### config.mk
export PLATFORM = sky130hd
export DESIGN_NAME = mc68030_pds_slave
export DESIGN_NICKNAME = d
export VERILOG_FILES = /design/src/rtl/mc68030_pds_slave.sv
export SDC_FILE = /design/constraint.sdc
export NUM_CORES = 1
export LEC_CHECK = 0
export CAP_MARGIN = 30
export CORE_AREA = 2 2 127 67
export DETAILED_ROUTE_END_ITERATION = 8
export DIE_AREA = 0 0 129 69
export DONT_BUFFER_PORTS = 1
export PLACE_DENSITY = 0.83
export SYNTH_ARGS = -nofsm -noshare
export SYNTH_HDL_FRONTEND = slang
export SYNTH_SLANG_ARGS = --single-unit
### constraint.sdc
create_clock -name cpuclk -period 3.44 [get_ports cpuclk]
set_input_delay 0.688 -clock cpuclk [delete_from_list [all_inputs] [get_ports cpuclk]]
set_output_delay 0.688 -clock cpuclk [all_outputs]
set_load 0.01 [all_outputs]
### src/rtl/mc68030_pds_slave.sv
// mc68030_pds_slave: 68030 PDS target that decodes the card window and turns each CPU cycle
// into one backend request, ending it with a one-clock STERM# or with BERR# on backend timeout.
module mc68030_pds_slave #(
    parameter logic [3:0] CARD_ID        = 4'h9,
    parameter int         TIMEOUT_CYCLES = 64
) (
    input  logic        cpuclk,
    input  logic        reset,
    input  logic [31:0] a,
    input  logic [31:0] d_in,
    output logic [31:0] d_out,
    output logic        d_oe,
    input  logic        rwn,
    input  logic        asn,
    input  logic        dsn,
    input  logic [1:0]  siz,
    input  logic [2:0]  fc,
    output logic        stermn,
    output logic        berrn,
    output logic        mem_req,
    output logic        mem_we,
    output logic [21:0] mem_addr,
    output logic [3:0]  mem_be,
    output logic [31:0] mem_wdata,
    input  logic        mem_ack,
    input  logic [31:0] mem_rdata
);
    typedef enum logic [1:0] {IDLE, REQ, TERM, WAIT_AS} state_t;
    state_t state, state_nxt;
    logic [7:0] cnt;
    logic       rd, err, hit, tmo;
    logic [2:0] off, len;
    logic [3:0] be;

    assign hit = !asn && a[31:28] == 4'hF && a[27:24] == CARD_ID && fc != 3'b111 && (rwn || !dsn);
    assign tmo = cnt == 8'(TIMEOUT_CYCLES - 1);
    assign off = {1'b0, a[1:0]};
    assign len = siz == 2'b00 ? 3'd4 : {1'b0, siz};
    // Lanes from the starting byte up to the end of the transfer, clipped at the longword boundary.
    assign be  = (4'hF >> off) & ~(4'hF >> (off + len));

    always_ff @(posedge cpuclk or posedge reset) begin
        if (reset) state <= IDLE;
        else       state <= state_nxt;
    end

    always_comb begin
        state_nxt = state;
        case (state)
            IDLE:    state_nxt = hit ? REQ : IDLE;
            REQ:     state_nxt = asn ? IDLE : mem_ack ? TERM : tmo ? WAIT_AS : REQ;
            TERM:    state_nxt = WAIT_AS;
            WAIT_AS: state_nxt = asn ? IDLE : WAIT_AS;
            default: state_nxt = IDLE;
        endcase
    end

    always_comb begin
        mem_req = state == REQ;
        stermn  = state != TERM;
        berrn   = !(state == WAIT_AS && err);
        d_oe    = rd && !err && (state == TERM || state == WAIT_AS);
    end

    always_ff @(posedge cpuclk or posedge reset) begin
        if (reset) begin
            cnt       <= '0;
            rd        <= 1'b0;
            err       <= 1'b0;
            d_out     <= '0;
            mem_we    <= 1'b0;
            mem_addr  <= '0;
            mem_be    <= '0;
            mem_wdata <= '0;
        end else if (state == IDLE && hit) begin
            cnt       <= '0;
            rd        <= rwn;
            err       <= 1'b0;
            mem_we    <= ~rwn;
            mem_addr  <= a[23:2];
            mem_be    <= be;
            mem_wdata <= d_in;
        end else if (state == REQ) begin
            cnt <= cnt + 8'd1;
            if (!asn && mem_ack && rd) d_out <= mem_rdata;
            if (!asn && !mem_ack && tmo) err <= 1'b1;
        end
    end
endmodule

## Yosys cells after proc, flatten, opt, wreduce, memory -nomap -nowiden

Index checks and enable logic that the tools add are counted.

- Add/subtract/negate cells: 2
- Eq/ne operators: 8
- Shift operators: 2
- Mux-type cells: 12
- Bitwise gates (word level): 4
- Reductions and logical operators: 25

Operator list:

| operator | count |
|---|---|
| 2-to-1 mux 8 bit | 2 |
| logical AND 1 bit | 12 |
| adder 8 x 1 -> 8 bit (second input constant) | 1 |
| equality test 4 bit (second input constant) | 2 |
| equality test 8 x 6 -> 1 bit (second input constant) | 1 |
| 2-to-1 mux 2 bit | 4 |
| one-hot mux 2 bit (4 select lines) | 1 |
| zero test 1 bit | 5 |
| AND 4 bit | 1 |
| equality test 2 bit (second input constant) | 2 |
| zero test 2 bit | 2 |
| 2-to-1 mux 1 bit | 4 |
| inverter 4 bit | 1 |
| nonzero test 2 bit | 2 |
| right shift 4 x 2 -> 4 bit (first input constant) | 1 |
| right shift 4 x 3 -> 4 bit (first input constant) | 1 |
| adder 2 x 3 -> 3 bit | 1 |
| 2-to-1 mux 3 bit | 1 |
| inequality test 3 bit (second input constant) | 1 |
| AND reduction 3 bit | 1 |
| equality test 2 x 1 -> 1 bit (second input constant) | 1 |
| logical OR 1 bit | 2 |
| inequality test 2 bit (second input constant) | 1 |
| inverter 1 bit | 2 |
| AND reduction 2 bit | 1 |

- Bits in registers: 103
- Input port bits: 107
- Output and inout bits: 95
- Word-level logic and storage cells: 62

## Longest topological paths before layout

Gate-level depths: netlist (run 1).

- Depth after elaboration: 8
- Mapped depth: 6
- Mapped depth without buffers: 5

## Least setup slack after synthesis (run 1)

OpenSTA, ideal clock, no wires.

- Path type: in2reg
- Start point: in a[25]
- End point: reg mem_addr[10]
- Setup time: 0.125 ns
- Arrival: 1.967 ns
- Data required time: 3.315 ns
- Slack: 1.347 ns
- Stages: 5
- Buffers on the path: 1
- Cells stage by stage: nor4bb_1 -> nand4b_1 -> nor3_4 -> buf_6 -> mux2_4

- Longest elaborated chain between the ends: 5

Ends and longest elaborated chain:

| what | RTL line | source |
|---|---|---|
| from (decl) | 9 | `input logic [31:0] a,` |
| equality test 4 bit | 35 | `assign hit = !asn && a[31:28] == 4'hF && a[27:24] == CARD_ID && fc != 3'b111 && (rwn \|\| !dsn);` |
| logical AND 1 bit (3 in a row) | 35 |  |
| logical AND 1 bit | 75 | `end else if (state == IDLE && hit) begin` |
| to (signal assigned) | 80 | `mem_addr <= a[23:2];` |
| to (decl) | 22 | `output logic [21:0] mem_addr,` |

Every way passes these cells.
A chain may end at the register's enable or synchronous reset.

## Worst setup path in the final report (run 1)

- Start point: reg state[1]
- End point: out mem_req

- Longest elaborated chain between the ends: 1

Ends and longest elaborated chain:

| what | RTL line | source |
|---|---|---|
| from (decl) | 29 | `state_t state, state_nxt;` |
| from (signal assigned) | 44 | `else state <= state_nxt;` |
| equality test 2 x 1 -> 1 bit | 59 | `mem_req = state == REQ;` |
| to (decl) | 20 | `output logic mem_req,` |

Every way passes these cells.

==> metrics, run 1 <==
Syn. warnings=0; area of the multi-input gates=1550 um2; post_cts resized=0; CP arrival=1560 ps; Mapped Cells=287; Pint=2010 uW; post-synth top area share=60.7%; drt initial violations=102; syn_nets=397; clock root cell=clkbuf_16; H-tree depth=3; worst skew pair latency=330 ps; Util after Layout=59.5%; critical path type=reg -> out; Port Buf Inserts=0; share of post-route cells with drive strength above 1=36.7%; Static Leak=0.00228 uW; CP endpoint kind=primary output; DP HPWL=6.19 mm; switching pwr=683 uW; Die W=129 um; initial core utilization=54.4%; FF+latch count, synth=103; Final Hold Viols=0; power density over cell area=581 nW/um2; vias after detailed routing=2,320; DR vias/cell=5.71; mean routed wirelength per cell=20.8 um; global-route wire length before repair=12.9 mm; Tcrit/Tclk final=65.2%; Logic pwr share=9.4%; Reg power frac=53.4%; clock buffer depth=2; synth top area cells=dfrtp_1, mux2_2, mux2_4, buf_6, nand2_1; skew final=3.56 ps; distinct cell type count after synthesis=37; clock share of power=37.2%; CTS tree=yes; die area=8900 um2; Detail Route Antenna Nets=0; antenna violations before repair=1; peak supply drop=0.265 mV; WL final=8.46 mm; Row Count=23; Syn Area/Cell=14.8 um2; type of origin of the critical path=flip-flop; CP Max Fanout=12; largest net degree at the start of global routing=104; Core Region=7800 um2; RSZ-0062 raised after global routing=false; Mapped Area=4250 um2; clock sinks=103; Hold Buf Count CTS=0; Rel. slew slack=52.7%; sequential cell area=2580 um2; switch share=25.3%; final setup fails=0; Max Fclk=0.446 GHz; Post-synth ARST share=100%; die height=69 um; synthesis-to-layout area growth=9.34%; Max-cap violations=0; sequential area share after synthesis=60.7%; post-CTS setup buffers=0; n_diodes=0; total grt overflow=0; CTS Buf Count=9; first-pass iteration count of the detailed router=4; Tightest Pin Transition=704 ps; vias in the first global route=2,412; RePlAce Congestion=0.789; drt drc=0; most common flop cell mapped by yosys=dfrtp_1; IO Count=202; number of synthesized flops with an enable pin=0; minimum clock period=2240 ps; FILL cells=610; hold crit path type=in -> async; Synth area leader=dfrtp_1; Final WS setup=1200 ps; TNS Setup=0 ps; status=finished clean; Pins Over Slew Limit=0; dpl ws=1240 ps; nets@finish=399; GRT Util Overall=19.3%; Reg clk slew, reported paths=70 ps; WP data required=2750 ps
[layout by cell type, fill, tap and decap left out, types with 3 or more instances in the layout]
cell type / n
nand2_1: 16
nor2b_1: 3
mux2i_1: 3
nand2b_1: 5
inv_1: 4
o21ai_0: 10
mux2_1: 5
dfrtp_1: 103
mux2_4: 10
mux2_2: 75
clkbuf_16: 9
nor2_1: 6
nand3_1: 3
[through the flow]
stage / std cells / power (uW) / hold slack, ps / area, um2
3_5_place_dp: 390 / 1720 / 510 / 4340
2_1_floorplan: 287 / 1650 / 477 / 4250
5_1_grt: 406 / 2830 / 389 / 4640
4_1_cts: 406 / 2730 / 371 / 4640
3_3_place_gp: 390 / 1700 / 504 / 4340
6_report: 406 / 2700 / 338 / 4640
[critical path, cell delays in order, from the launching register on]
cell      delay (ps)
dfrtp_1          500
nand2b_1         470
inv_1            250
[registers in the layout, indices dropped and copies added (netlist names)]
name and cells:
err 1, cnt 8, mem_addr 22, mem_we 1, state 2, d_out 32, rd 1, mem_be 4
mem_wdata 32
[final timing paths]
| path | endpoint | slack (ps) | startpoint | cells after the start |
|---|---|---|---|---|
| max | mem_req | 1200 | state[1] | 2 |
| min | d_out[27] | 340 | reset | 2 |
| max reg2reg | d_out[11] | 1370 | state[1] | 4 |
| min reg2reg | err | 520 | err | 2 |
| max in group asynchronous | d_out[30] | 2710 | reset | 2 |
| min in group cpuclk | mem_we | 460 | rwn | 1 |
[cells in the mapped netlist (3+ instances only)]
library cell and n:
mux2_1 5, buf_2 3, nor2_1 6, nand2_1 16
inv_1 5, nand2b_1 5, o21ai_0 10, buf_6 7
mux2_4 10, mux2_2 75, dfrtp_1 103, nor2b_1 3
nand3_1 3, mux2i_1 3
[metal layers]
metal	GRT usage [%]	wire length, um
met3	12.7	1140
met2	31.1	4090
met1	20.8	3120
met4	5.68	97
met5	0	11
[logic make-up after synthesis]
group / after synthesis / share of synthesized area [%]
mux: 93 / 25.5
xor+xnor: 3 / 0.619
simple gates: 53 / 7.43
buf+inv: 17 / 2.83
compound gates: 15 / 1.89
flops: 103 / 60.7
fa+ha+maj: 3 / 1.06
[final cells by class]
cell class              instances  share of cell area, %
flip-flops and latches        103                   55.5
multi-input cells             167                   33.5
clock buffers                  12                   5.31
well taps                     112                   3.02
clock inverters                 4                   1.19
repair buffers                  3                   1.02
inverters                       5                  0.458
[power groups by stage]
stage	Sequential (uW)	Clock [uW]	Combinational [uW]
CTS	1440	1030	258
global placement	1460	0	239
finish	1440	1000	253
floorplan	1420	0	234
detailed placement	1460	0	258
global route	1460	1080	288
(Power assumes the default switching activity.)
==> inputs of run 2 (changes only) <==
Settings changed: CORE_AREA 2 2 127 67 to 2 2 121 64, DIE_AREA 0 0 129 69 to 0 0 123 66, PLACE_DENSITY 0.83 to 0.86.
Clock period 3.44 ns to 2.2 ns, I/O delays scaled along.
==> run 2 against run 1 <==
Effect of this change: flip-flop and latch count is the same; utilization grew 6.0 points; hold slack lost 210 ps; setup slack lost 930 ps; design area grew 0.30%; sequential power grew 56%; cell count shrank 3.2%; largest cell class unchanged; register-to-register slack lost 1100 ps; clock skew grew 3.2 ps; highest routed layer is now met4.
==> metrics, run 2 (same netlist as run 1, synthesis figures left out) <==
status=finished clean; vias after detailed routing=2,278 (-1.8%); drt drc=0 (unchanged); peak supply drop=0.425 mV (+61%); FF-to-FF path depth=5 (+1); top flop regs=d_out: 32 flops, mem_wdata: 32 flops, mem_addr: 22 flops; CP Max Fanout=33 (+21); Core Region=7100 um2 (-8.9%); total grt overflow=0 (unchanged); CTS Buf Count=9 (unchanged); DR vias/cell=5.80 (+1.4%); Hold Buf Count CTS=0 (unchanged); Max Fclk=0.516 GHz; die height=66 um (-4.3%); GRT Util Overall=20.3% (+1.1 points); Final Hold Viols=0 (unchanged); n_diodes=0 (unchanged); H-tree depth=3 (unchanged); area of the multi-input gates=1550 um2 (unchanged); Static Leak=0.00230 uW (+0.53%); worst skew pair latency=330 ps (about the same); post_cts resized=0 (unchanged); sequential cell area=2580 um2 (unchanged); Pins Over Slew Limit=0 (unchanged); minimum clock period=1940 ps; Reg2Reg Launch Point=state[0]; Detail Route Antenna Nets=0 (unchanged); WP data required=2410 ps (-340 ps); mean routed wirelength per cell=20.7 um (-0.51%); TNS Setup=0 ps (unchanged); Fin Hold WS=131 ps (-207 ps); type of origin of the critical path=flip-flop; RSZ-0062 raised after global routing=false; commonest cells after routing, fill and taps aside=dfrtp_1, mux2_2, nand2_1; nets@finish=402 (+0.75%); Row Count=22 (-4.3%); post-CTS setup buffers=0 (unchanged); Reg clk slew, reported paths=70 ps (about the same); first-pass iteration count of the detailed router=4 (unchanged); synthesis-to-layout area growth=9.67%; global-route wire length before repair=12.2 mm (-5.5%); FILL cells=505 (-17%); vias in the first global route=2,354 (-2.4%); clock root cell=clkbuf_16; CTS tree=yes; drt initial violations=83 (-19%); clock sinks=103 (unchanged); hold crit path type=in -> async; RePlAce Congestion=0.775 (-1.8%); most common cell after layout, fill and taps aside=dfrtp_1; die area=8120 um2 (-8.8%); power density over cell area=890 nW/um2 (+53%); Die W=123 um (-4.7%); Max-cap violations=0 (unchanged); share of post-route cells with drive strength above 1=37.7% (+0.98 points); CP arrival=2150 ps (+590 ps); skew final=6.73 ps (+3.18 ps); total power=4140 uW (+54%); antenna violations before repair=0 (-1); largest net degree at the start of global routing=104 (unchanged); CP endpoint kind=flip-flop; Port Buf Inserts=0 (unchanged); initial core utilization=59.8% (+5.3 points); IO Count=202 (unchanged); Tightest Pin Transition=504 ps (-199 ps); clock buffer depth=2 (unchanged); final setup fails=0 (unchanged); DP HPWL=6.10 mm (-1.5%); Rel. slew slack=66.4% (+14 points); Tcrit/Tclk final=88.1%; Critical R2R Capture=mem_wdata[22]; WL final=8.15 mm (-3.7%); setup slack, reg-to-reg=260 ps (-1110 ps); critical path type=reg -> reg
[run 2: per-stage QoR]
| stage | utilization [%] | setup slack (ps) | instances | instance area [um2] |
|---|---|---|---|---|
| after CTS | 65.6 | 257 | 393 | 4660 |
| after global routing | 65.6 | 146 | 393 | 4660 |
| after floorplan | - | 355 | 287 | 4250 |
| after global placement | 61.5 | 303 | 377 | 4370 |
| final | 65.6 | 263 | 393 | 4660 |
| after detailed placement | 61.5 | 274 | 377 | 4370 |
[run 2: worst max-delay path: stages, from the launching register on]
cell,delay (ps)
dfrtp_1,460
nor4bb_1,290
nand4b_1,180
nor3_4,240
buf_12,260
mux2_2,370
[run 2: worst max-delay path by stage]
stage	from	end	slack, ps
6_report	state[0]	mem_wdata[22]	260
4_1_cts	state[0]	mem_wdata[22]	260
2_1_floorplan	state[1]	mem_addr[10]	360
5_1_grt	state[0]	mem_wdata[22]	150
3_5_place_dp	state[0]	mem_wdata[8]	270
3_3_place_gp	state[0]	mem_wdata[7]	300
[run 2: cell type report]
| cell class | instances | share of cell area, % |
|---|---|---|
| timing repair buffer | 6 | 2.04 |
| clock buffer | 12 | 5.51 |
| clock inverter | 4 | 0.645 |
| multi-input combinational | 167 | 33.4 |
| inverter | 5 | 0.484 |
| sequential | 103 | 55.4 |
| tap | 96 | 2.58 |
[run 2: per-layer routing]
layer / share of wire [%] / track usage, %
met1: 38 / 24.2
met2: 49 / 31.8
met3: 13 / 10.9
met4: 0.68 / 6.82
met5: 0 / 0
[run 2: report_power, final]
part           total (uW)  switching (uW)  internal, uW
sequential           2250             203          2050
combinational         414             218           195
clock                1480             644           831
